File: config.mk
export PLATFORM = sky130hd
export DESIGN_NAME = uart_rx
export DESIGN_NICKNAME = d
export VERILOG_FILES = /design/src/rtl/uart_rx_pkg.sv /design/src/rtl/uart_rx_fifo.sv /design/src/rtl/uart_rx.sv
export SDC_FILE = /design/constraint.sdc
export NUM_CORES = 1
export LEC_CHECK = 0
export ABC_AREA = 0
export BUFFER_PORTS_ARGS = -buffer_cell sky130_fd_sc_hd__clkbuf_2
export CAP_MARGIN = 20
export CORE_MARGIN = 8
export CORE_UTILIZATION = 55
export CTS_BUF_LIST = sky130_fd_sc_hd__clkbuf_4 sky130_fd_sc_hd__clkbuf_8 sky130_fd_sc_hd__clkbuf_16
export DETAILED_ROUTE_END_ITERATION = 8
export PLACE_DENSITY = 0.83
export SYNTH_ARGS = -nofsm -noshare
export SYNTH_HDL_FRONTEND = slang
export SYNTH_SLANG_ARGS = --single-unit
File: constraint.sdc
create_clock -name clk -period 4.6 [get_ports clk]
set_input_delay 0.92 -clock clk [delete_from_list [all_inputs] [get_ports clk]]
set_output_delay 0.92 -clock clk [all_outputs]
set_load 0.03 [all_outputs]
File: src/rtl/uart_rx_pkg.sv
// Shared definitions for the UART receive path: FSM states and bit-timing helpers.
// The TX side reuses the same timing helpers, so both ends derive identical bit periods.
package uart_rx_pkg;

  typedef enum logic [2:0] {
    ST_IDLE,
    ST_START,
    ST_DATA,
    ST_STOP,
    ST_BREAK
  } rx_state_e;

  // Clock cycles per bit, truncated.
  function automatic int unsigned calc_cpb(input int unsigned clk_hz, input int unsigned baud);
    return clk_hz / baud;
  endfunction

  // Offset from the start edge to the middle of the start bit.
  function automatic int unsigned calc_half(input int unsigned clk_hz, input int unsigned baud);
    return (clk_hz / baud) / 2;
  endfunction

  // Counter width able to hold cpb-1, never narrower than one bit.
  function automatic int unsigned calc_cnt_w(input int unsigned cpb);
    return (cpb > 2) ? $clog2(cpb) : 1;
  endfunction

endpackage

File: src/rtl/uart_rx_fifo.sv
// First-word-fall-through receive FIFO with extra-MSB pointers; a pop frees the slot
// that a same-cycle push lands in, so push+pop while full is lossless.
module uart_rx_fifo #(
  parameter int unsigned WIDTH = 8,
  parameter int unsigned DEPTH = 4
) (
  input  logic             clk,
  input  logic             reset,
  input  logic             push,
  input  logic [WIDTH-1:0] din,
  input  logic             pop,
  output logic [WIDTH-1:0] dout,
  output logic             empty,
  output logic             full
);

  localparam int unsigned AW = (DEPTH > 1) ? $clog2(DEPTH) : 1;

  logic [AW:0]      wr_ptr;
  logic [AW:0]      rd_ptr;
  logic [WIDTH-1:0] mem [DEPTH];
  logic             do_push;
  logic             do_pop;

  assign empty   = (wr_ptr == rd_ptr);
  assign full    = (wr_ptr[AW] != rd_ptr[AW]) && (wr_ptr[AW-1:0] == rd_ptr[AW-1:0]);
  assign do_pop  = pop & ~empty;
  assign do_push = push & (~full | do_pop);

  // NOTE: non-blocking assignments for every flop so all registers sample the pre-edge values.
  always_ff @(posedge clk or posedge reset) begin
    if (reset) begin
      wr_ptr <= '0;
      rd_ptr <= '0;
    end else begin
      if (do_push) wr_ptr <= wr_ptr + (AW+1)'(1);
      if (do_pop)  rd_ptr <= rd_ptr + (AW+1)'(1);
    end
  end

  // NOTE: storage has no reset; the pointers alone define which entries are meaningful.
  always_ff @(posedge clk) begin
    if (do_push) mem[wr_ptr[AW-1:0]] <= din;
  end

  // Forced to zero while empty so the head reads 0 out of reset.
  assign dout = empty ? '0 : mem[rd_ptr[AW-1:0]];

endmodule

File: src/rtl/uart_rx.sv
// 8N1 UART receiver: 2-flop synchronizer, mid-bit sampling FSM, FWFT byte FIFO,
// sticky overrun and one-cycle framing-error pulse.
module uart_rx
  import uart_rx_pkg::*;
#(
  parameter int unsigned CLK_HZ     = 25000000,
  parameter int unsigned BAUD       = 115200,
  parameter int unsigned FIFO_DEPTH = 4
) (
  input  logic       clk,
  input  logic       reset,
  input  logic       rx,
  input  logic       rd,
  output logic [7:0] data,
  output logic       valid,
  output logic       overrun,
  output logic       frame_err
);

  localparam int unsigned CPB  = calc_cpb(CLK_HZ, BAUD);
  localparam int unsigned HALF = calc_half(CLK_HZ, BAUD);
  localparam int unsigned CW   = calc_cnt_w(CPB);

  localparam logic [CW-1:0] CNT_HALF = CW'(HALF - 1);
  localparam logic [CW-1:0] CNT_FULL = CW'(CPB - 1);

  logic            rx_meta;
  logic            rx_s;
  rx_state_e       state,   state_nxt;
  logic [CW-1:0]   cnt,     cnt_nxt;
  logic [2:0]      bit_idx, bit_nxt;
  logic [7:0]      shreg,   shreg_nxt;
  logic            push;
  logic            fe_nxt;
  logic            fifo_empty;
  logic            fifo_full;
  logic            pop_ok;

  // Both stages reset high so reset never looks like a start bit.
  always_ff @(posedge clk or posedge reset) begin
    if (reset) begin
      rx_meta <= 1'b1;
      rx_s    <= 1'b1;
    end else begin
      rx_meta <= rx;
      rx_s    <= rx_meta;
    end
  end

  always_ff @(posedge clk or posedge reset) begin
    if (reset) begin
      state     <= ST_IDLE;
      cnt       <= '0;
      bit_idx   <= '0;
      shreg     <= '0;
      frame_err <= 1'b0;
    end else begin
      state     <= state_nxt;
      cnt       <= cnt_nxt;
      bit_idx   <= bit_nxt;
      shreg     <= shreg_nxt;
      frame_err <= fe_nxt;
    end
  end

  // NOTE: every output of this block gets a default first, so no path can infer a latch.
  always_comb begin
    state_nxt = state;
    cnt_nxt   = cnt + CW'(1);
    bit_nxt   = bit_idx;
    shreg_nxt = shreg;
    push      = 1'b0;
    fe_nxt    = 1'b0;

    unique case (state)
      ST_IDLE: begin
        cnt_nxt = '0;
        if (!rx_s) state_nxt = ST_START;
      end

      ST_START: begin
        if (cnt == CNT_HALF) begin
          cnt_nxt = '0;
          if (rx_s) begin
            state_nxt = ST_IDLE;
          end else begin
            state_nxt = ST_DATA;
            bit_nxt   = '0;
          end
        end
      end

      ST_DATA: begin
        if (cnt == CNT_FULL) begin
          cnt_nxt   = '0;
          shreg_nxt = {rx_s, shreg[7:1]};
          bit_nxt   = bit_idx + 3'd1;
          if (bit_idx == 3'd7) state_nxt = ST_STOP;
        end
      end

      ST_STOP: begin
        if (cnt == CNT_FULL) begin
          cnt_nxt = '0;
          if (rx_s) begin
            push      = 1'b1;
            state_nxt = ST_IDLE;
          end else begin
            fe_nxt    = 1'b1;
            state_nxt = ST_BREAK;
          end
        end
      end

      ST_BREAK: begin
        // Held-low line: wait for idle so only one framing error is reported.
        cnt_nxt = '0;
        if (rx_s) state_nxt = ST_IDLE;
      end

      default: begin
        cnt_nxt   = '0;
        state_nxt = ST_IDLE;
      end
    endcase
  end

  uart_rx_fifo #(
    .WIDTH (8),
    .DEPTH (FIFO_DEPTH)
  ) u_fifo (
    .clk   (clk),
    .reset (reset),
    .push  (push),
    .din   (shreg),
    .pop   (rd),
    .dout  (data),
    .empty (fifo_empty),
    .full  (fifo_full)
  );

  assign valid  = ~fifo_empty;
  assign pop_ok = rd & ~fifo_empty;

  // A drop in the same cycle as a pop cannot happen (the pop frees a slot), so set wins cleanly.
  always_ff @(posedge clk or posedge reset) begin
    if (reset) begin
      overrun <= 1'b0;
    end else if (push && fifo_full && !pop_ok) begin
      overrun <= 1'b1;
    end else if (pop_ok) begin
      overrun <= 1'b0;
    end
  end

endmodule
* Word-level counts from Yosys, hierarchy flattened
Memory sizes are Yosys's and may differ from the RTL's.
Cells that the tools add are included.
** Word-level totals
- Register bits after elaboration :: 32
- Output and inout bits :: 11
- Input port bits :: 4
- RAM bits :: 32
- Memories kept :: 1
- Word-level logic and storage cells :: 75
** Operators by class
- Mux-type cells :: 27
- Add/sub/neg operators :: 4
- Bitwise logic cells :: 5
- Reduce and logical (&&, ||, !) cells :: 11
- Equal/unequal tests :: 17
** Memories
- u_fifo.mem :: words 4, width 8, read ports 1, clocked after Yosys merged registers in 0, wr ports 1, RTL line uart_rx_fifo.sv:21 : logic [WIDTH-1:0] mem [DEPTH];
** Operators by type and width (count)
- $mux 3 :: 10
- $mux 8 :: 3
- $pmux 8 s2 :: 1
- $pmux 3 s5 :: 1
- $ne 2x2->1 const B :: 7
- $mux 1 :: 10
- $add 3x1->3 const B :: 3
- $add 8x1->8 const B :: 1
- $eq 8x7->1 const B :: 1
- $eq 8x8->1 const B :: 1
- $eq 3x2->1 const B :: 2
- $eq 3x3->1 const B :: 2
- $pmux 3 s2 :: 1
- $reduce_and 6->1 :: 1
- $reduce_and 4->1 :: 1
- $reduce_bool 2->1 :: 2
- $eq 3x1->1 const B :: 1
- $eq 3x3->1 :: 1
- $logic_and 1x1->1 :: 3
- $logic_not 3->1 :: 1
- $and 1x1->1 :: 2
- $eq 2x2->1 :: 1
- $mux 2 :: 1
- $not 1->1 :: 2
- 5 further kinds :: 5

* Depth between registers and ports, before layout
Gate-level depths: netlist of run 1.
- Word-level depth :: 7
- Gate-level depth with buffers :: 7

* Modules after synthesis
A second synthesis of run 1 with hierarchy kept.
** Second synthesis, totals
- Cell total of the unflattened synthesis :: 193
- Area, all modules :: 2875.3 um^2
** By module, submodules not included
- uart_rx_fifo :: cells each 86, sequential area each 1111.1 um^2, area an instance 1665.3 um^2, instances 1
- uart_rx :: cells each 107, sequential area each 653.1 um^2, area an instance 1209.9 um^2, instances 1

* Worst setup path after synthesis of run 1
No wires, ideal clock.
- Kind :: register to output
- Start point :: register u_fifo.rd_ptr[0]
- End point :: output port data[0]
- Setup slack :: 1.838 ns
- Cell stages (with the launch flop) :: 6
- Arrival :: 1.842 ns
- Required time :: 3.680 ns
- Cells stage by stage :: dfrtp_1 > buf_2 > xor2_1 > or3b_2 > clkbuf_1 > and2_1
** On the way
- Cells in the longest elaborated chain, start to end :: 2
- Elaborated cells between the ends (all ways) :: 3
- Classes of those cells :: eq/ne (1); mux (1); memory (1)
** Ends and longest elaborated chain
- start: declaration :: RTL line uart_rx_fifo.sv:20 : logic [AW:0] rd_ptr;
- start signal: assignment :: RTL line uart_rx_fifo.sv:37 : if (do_pop) rd_ptr <= rd_ptr + (AW+1)'(1);
- $mem_v2 4x8 or $eq 3x3->1 (tied branches)
- $mux 8 * :: RTL line uart_rx_fifo.sv:47 : assign dout = empty ? '0 : mem[rd_ptr[AW-1:0]];
- end: declaration :: RTL line uart_rx.sv:14 : output logic [7:0] data,
Every way passes the cells marked *; elsewhere a longest branch is shown, timed or not.

* Worst setup path after layout of run 1
Ends and elaborated chain as after synthesis.

==> results of run 1 <==
-- metrics by stage --
step / instance area, µm² / hold slack [ns]
floorplan: 2790 / 0.345
global placement: 2920 / 0.346
detailed placement: 2920 / 0.347
CTS: 3100 / 0.357
global route: 3100 / 0.358
finish: 3100 / 0.355
-- state kept, by name, indices dropped and copies added, names as in the netlist --
signal,cells
cnt,8
rx_meta,1
u_fifo.rd_ptr,3
bit_idx,3
u_fifo.mem,32
overrun,1
shreg,8
u_fifo.wr_ptr,3
rx_s,1
frame_err,1
state,3
-- cell type report --
class | count | share of cell area
clock buffer | 10 | 0.0424
clock inverter | 5 | 0.0157
inverter | 5 | 0.00606
multi-input combinational | 124 | 0.308
sequential | 64 | 0.569
tap | 70 | 0.0283
timing repair buffer | 17 | 0.0299
-- how the worst max path moves through the flow --
stage / slack (ns) / endpoint / cells past startpoint
after global routing: 1.22 / data[1] / 4
after global placement: 1.78 / data[6] / 4
final: 1.39 / data[0] / 4
after detailed placement: 1.71 / data[7] / 4
after CTS: 1.33 / data[7] / 4
after floorplan: 1.84 / data[0] / 5
-- power groups by stage --
stage                     Combinational [µW]  Sequential [µW]  Clock [µW]
after floorplan                          203              631           0
after global placement                   199              674           0
after detailed placement                 208              676           0
after CTS                                208              665         459
after global routing                     222              670         487
final                                    205              663         444
-- routing by layer --
layer / part of all wire / GRT usage / up-vias / routed length, µm
met4: 0.021 / 0.0766 / 0 / 91
met2: 0.49 / 0.217 / 20 / 2160
met5: 0 / 0 / - / 0
met3: 0.036 / 0.0434 / 8 / 160
met1: 0.46 / 0.155 / 762 / 2030
li1: - / - / 750 / -
-- cell families after synthesis --
logic type / synth area share
buf+inv: 0.0251
flops: 0.632
compound gates: 0.0256
simple gates: 0.154
mux: 0.0821
fa+ha+maj: 0.0404
xor+xnor: 0.0408
-- worst max-delay path: cells and delay by family (launching register included) --
family	cells	cell delay, ns
AND/OR/NAND/NOR	2	0.83
flip-flops	1	0.74
XOR/XNOR	1	0.20
buffers and inverters	1	0.18
-- layout by cell type, fill, tap and decap left out, types with 4 or more instances in the layout --
master	count
and2_1	12
clkbuf_2	14
clkbuf_8	9
dfrtp_1	30
edfxtp_1	32
ha_1	9
inv_1	5
mux4_2	8
nand2_1	31
nand3_1	4
nor2_1	12
nor3_1	5
xnor2_1	8
xor2_1	5
==> flow_summary.toml, run 1 <==
[outcome]
status = "finished clean"

[floorplanning]
floorplan.rows = 26
dieArea_mm2 = 0.00761
core_area_mm2 = 0.00501
die_y_um = 87.2
num_io_pins = 15
dieWidth_um = 87.2
initial_core_util = 0.557

[yosys]
yosysSeqAreaShare = 0.632
synth_enable_flop_cells = 32
ys_ff_latch = 64
yosysWarningCount = 0
yosysTopAreaCellShare = 0.344
ys.flop_type = "edfxtp_1"
ys_async_sr_fraction = 0.500
yosys-top-cells-area = "edfxtp_1 (34%), dfrtp_1 (27%), mux4_2 (6.5%)"
yosys.area.top_type = "edfxtp_1"
synth_commonest_cells = "edfxtp_1 (32), nand2_1 (31), dfrtp_1 (30)"
syn-num-nets = 213
synth_area_per_cell_um2 = 14.0
yosysUniqueCellTypes = 38
synthCells = 200
yosysMostFrequentCell = "edfxtp_1"
syn-cell-area_mm2 = 0.00279

[drt]
wire_per_inst_um = 15.0
dr.pass1.iters = 4
num_vias = 1540
drt-total-wl_mm = 4.44
routed_via_density = 5.22
ant_nets = 0
remaining_drc_errors = 0
drt_iter0_drc = 150

[pwr]
swShare = 0.268
switchingPower_uw = 351
p_total_uw = 1310
p_clk_frac = 0.338
ir_worst_vdd_mv = 0.225
seqPwrFrac = 0.505
p_comb_frac = 0.156
power_density_mw_per_mm2 = 423
cellLeakagePower_uw = 0.00135
cellInternalPower_uw = 960

[timing]
period_needed_ns = 3.21
final-setup-viol-count = 0
fin_tns_setup_ns = 0
setup_ws_ns = 1.39
post-route-period-util = 0.697
worst_slew_pin_slew_ns = 0.634
rsz0062_at_grt = "no"
hold_violations = 0
max_freq_mhz = 312
slew_headroom = 0.577
maxSlewViolCount = 0
fin_worst_skew_ns = 0.00756

[critical_path]
crit_path_start = "u_fifo.rd_ptr[0]"
arrival_ns = 2.29
start_kind = "register"
cp_cell_sequence = "xor2_1 > or3b_2 > and2_1 > clkbuf_2"
rr_startpoint = "u_fifo.rd_ptr[0]"
crit_path_end_kind = "output pin"
cp_slowest_cell = "dfrtp_1"
worstReg2RegEnd = "u_fifo.mem[1][0]"
crit_type = "register to output pin"
required_ns = 3.68
r2r_cells = 4
worstPathMaxFanout = 12
rrSetupSlack_ns = 2.19
crit_path_max_incr_delay_ns = 0.74

[global_routing]
grt_pass1_wl_mm = 7.50
grt_max_degree = 33
grt_util_all_layers = 0.135
grt_pass1_vias = 1543
antenna_found_initial = 0
grt_remaining_overflow = 0

[min_path]
hold_class = "register to register"
whs_path_depth = 0
hp-start = "rx_meta"
holdPathEnd = "rx_s"

[clocking]
cts_setup_buffers = 0
cts_buffer_depth = 2
cts-root-buf = "clkbuf_8"
htree_levels = 3
cts_sinks = 64
cts_resized = 0
cts_made_buffers = 9
path_clk_slew_ns = 0.06
postCtsHoldBufs = 0
cts_tree = "done"
clock_latency_ns = 0.33

[final_layout]
diodes = 0
nNetsFinal = 234
syn_to_final_growth_pct = 11.1
multi_input_area_um2 = 956
utilization = 0.619
regArea_mm2 = 0.00176
nFillCells = 403
drive_gt1_frac = 0.240
stdcell_count = 295

[place]
dpl.hpwl_mm = 3.03
gp_congestion = 0.722
io_buffers = 14
dp.cells = 280
dp_slack_ns = 1.71

[job]
cap_violations = 0
Power figures use the tool's default switching activity.
==> run 2: changes to the inputs <==
--- a/config.mk
+++ b/config.mk
@@ -9,10 +9,10 @@
 export BUFFER_PORTS_ARGS = -buffer_cell sky130_fd_sc_hd__clkbuf_2
 export CAP_MARGIN = 20
 export CORE_MARGIN = 8
-export CORE_UTILIZATION = 55
+export CORE_UTILIZATION = 54
 export CTS_BUF_LIST = sky130_fd_sc_hd__clkbuf_4 sky130_fd_sc_hd__clkbuf_8 sky130_fd_sc_hd__clkbuf_16
 export DETAILED_ROUTE_END_ITERATION = 8
-export PLACE_DENSITY = 0.83
+export PLACE_DENSITY = 0.85
 export SYNTH_ARGS = -nofsm -noshare
 export SYNTH_HDL_FRONTEND = slang
 export SYNTH_SLANG_ARGS = --single-unit
==> constraint.sdc (replaced) <==
create_clock -name clk -period 2.7 [get_ports clk]
set_input_delay 0.54 -clock clk [delete_from_list [all_inputs] [get_ports clk]]
set_output_delay 0.54 -clock clk [all_outputs]
set_load 0.03 [all_outputs]
==> run 2 against run 1 <==
Total power grew 74%. Clock power increased by 76%. Critical path type unchanged. Routed wire length is 0.47% higher. Worst hold slack worse by 0.080 ns. Via count about the same. Clock skew about the same. Count of clock-buffer cells in the layout is 2 higher. Largest cell class unchanged. Critical path depth unchanged. Final area increased by 0.85%. Flip-flop and latch count did not move. Cell count rose by 1.0%.
==> flow_summary.toml, run 2 (synthesis results as in run 1) <==
[outcome]
status = "finished clean"

[floorplanning]
dieArea_mm2 = 0.00772
dieWidth_um = 87.9
die_y_um = 87.9
floorplan.rows = 26
core_area_mm2 = 0.00504
num_io_pins = 15
initial_core_util = 0.553

[global_routing]
grt_remaining_overflow = 0
grt_pass1_vias = 1599
grt_pass1_wl_mm = 7.56
antenna_found_initial = 0
grt_max_degree = 33
grt_util_all_layers = 0.132

[final_layout]
regArea_mm2 = 0.00176
nNetsFinal = 236
diodes = 0
multi_input_area_um2 = 956
utilization = 0.620
postLayoutCellArea_mm2 = 0.00313
largest_reg_flops = 32
mostFrequentLayoutCell = "edfxtp_1"
final_cell_mix = "edfxtp_1 (32), nand2_1 (31), dfrtp_1 (30)"
syn_to_final_growth_pct = 12.0
drive_gt1_frac = 0.246
nFillCells = 371

[clocking]
cts_tree = "done"
cts_setup_buffers = 0
clock_latency_ns = 0.33
htree_levels = 3
postCtsHoldBufs = 0
cts_sinks = 64
cts-root-buf = "clkbuf_8"
cts_resized = 0
cts_buffer_depth = 2
cts_made_buffers = 9
path_clk_slew_ns = 0.07

[critical_path]
rrSetupSlack_ns = 0.53
worstPathMaxFanout = 12
crit_type = "register to output pin"
crit_path_end_kind = "output pin"
r2r_cells = 6
worstReg2RegEnd = "u_fifo.mem[2][1]"
start_kind = "register"
arrival_ns = 1.95
required_ns = 2.16
rr_startpoint = "cnt[0]"

[drt]
remaining_drc_errors = 0
wire_per_inst_um = 15.0
drt_iter0_drc = 62
routed_via_density = 5.17
num_vias = 1541
drt-total-wl_mm = 4.46
ant_nets = 0
dr.pass1.iters = 4

[place]
dpl.hpwl_mm = 3.08
dpl_cell_area_mm2 = 0.00293
gp_congestion = 0.770
io_buffers = 14

[pwr]
ir_worst_vdd_mv = 0.333
cellLeakagePower_uw = 0.00136
power_density_mw_per_mm2 = 728

[timing]
period_needed_ns = 2.49
slew_headroom = 0.656
fin_tns_setup_ns = 0
rsz0062_at_grt = "no"
hold_violations = 0
post-route-period-util = 0.923
fin_worst_skew_ns = 0.00769
max_freq_mhz = 401
maxSlewViolCount = 0
final-setup-viol-count = 0
worst_slew_pin_slew_ns = 0.511

[min_path]
hold_class = "input port to asynchronous set/reset pin"

[job]
cap_violations = 0
[run 2: worst max-delay path, stage by stage (launching register included)]
cell and delay (ns):
dfrtp_1 0.40, xnor2_1 0.26, or3b_2 0.60, and2_1 0.19, clkbuf_2 0.18
[run 2: layout make-up]
cell class / instances / area share
sequential: 64 / 0.564
multi-input combinational: 124 / 0.306
clock buffer: 12 / 0.0468
timing repair buffer: 19 / 0.0344
tap: 70 / 0.0280
clock inverter: 4 / 0.0144
inverter: 5 / 0.00600
[run 2: worst max path at each step]
stage | start | end | slack (ns) | depth (start not counted)
3_3_place_gp | cnt[0] | u_fifo.mem[2][5] | 0.58 | 6
6_report | u_fifo.rd_ptr[2] | data[5] | 0.21 | 4
3_5_place_dp | cnt[0] | u_fifo.mem[1][3] | 0.53 | 6
5_1_grt | u_fifo.rd_ptr[2] | data[5] | 0.11 | 4
2_1_floorplan | u_fifo.rd_ptr[0] | data[0] | 0.32 | 5
4_1_cts | u_fifo.rd_ptr[2] | data[5] | 0.18 | 4
[run 2: through the flow]
| stage | hold WS [ns] | worst slack (ns) | power [µW] | instances |
|---|---|---|---|---|
| 6_report | 0.275 | 0.207 | 2280 | 298 |
| 5_1_grt | 0.268 | 0.105 | 2390 | 298 |
| 3_5_place_dp | 0.353 | 0.531 | 1520 | 282 |
| 3_3_place_gp | 0.346 | 0.585 | 1510 | 282 |
| 4_1_cts | 0.272 | 0.178 | 2310 | 298 |
| 2_1_floorplan | 0.345 | 0.318 | 1420 | 200 |
[run 2: metal layers]
layer  GRT usage  vias to the layer above  share of wire
met4      0.0516                        0         0.0076
li1            -                      753              -
met3      0.0450                        4          0.035
met2       0.220                       24           0.51
met5           0                        -              0
met1       0.153                      760           0.45
[run 2: where the power goes]
part / switching, µW / leakage (µW) / internal (µW)
registers: 21.7 / 0.000767 / 1040
logic: 241 / 0.000497 / 187
clock network: 330 / 0.0000959 / 451
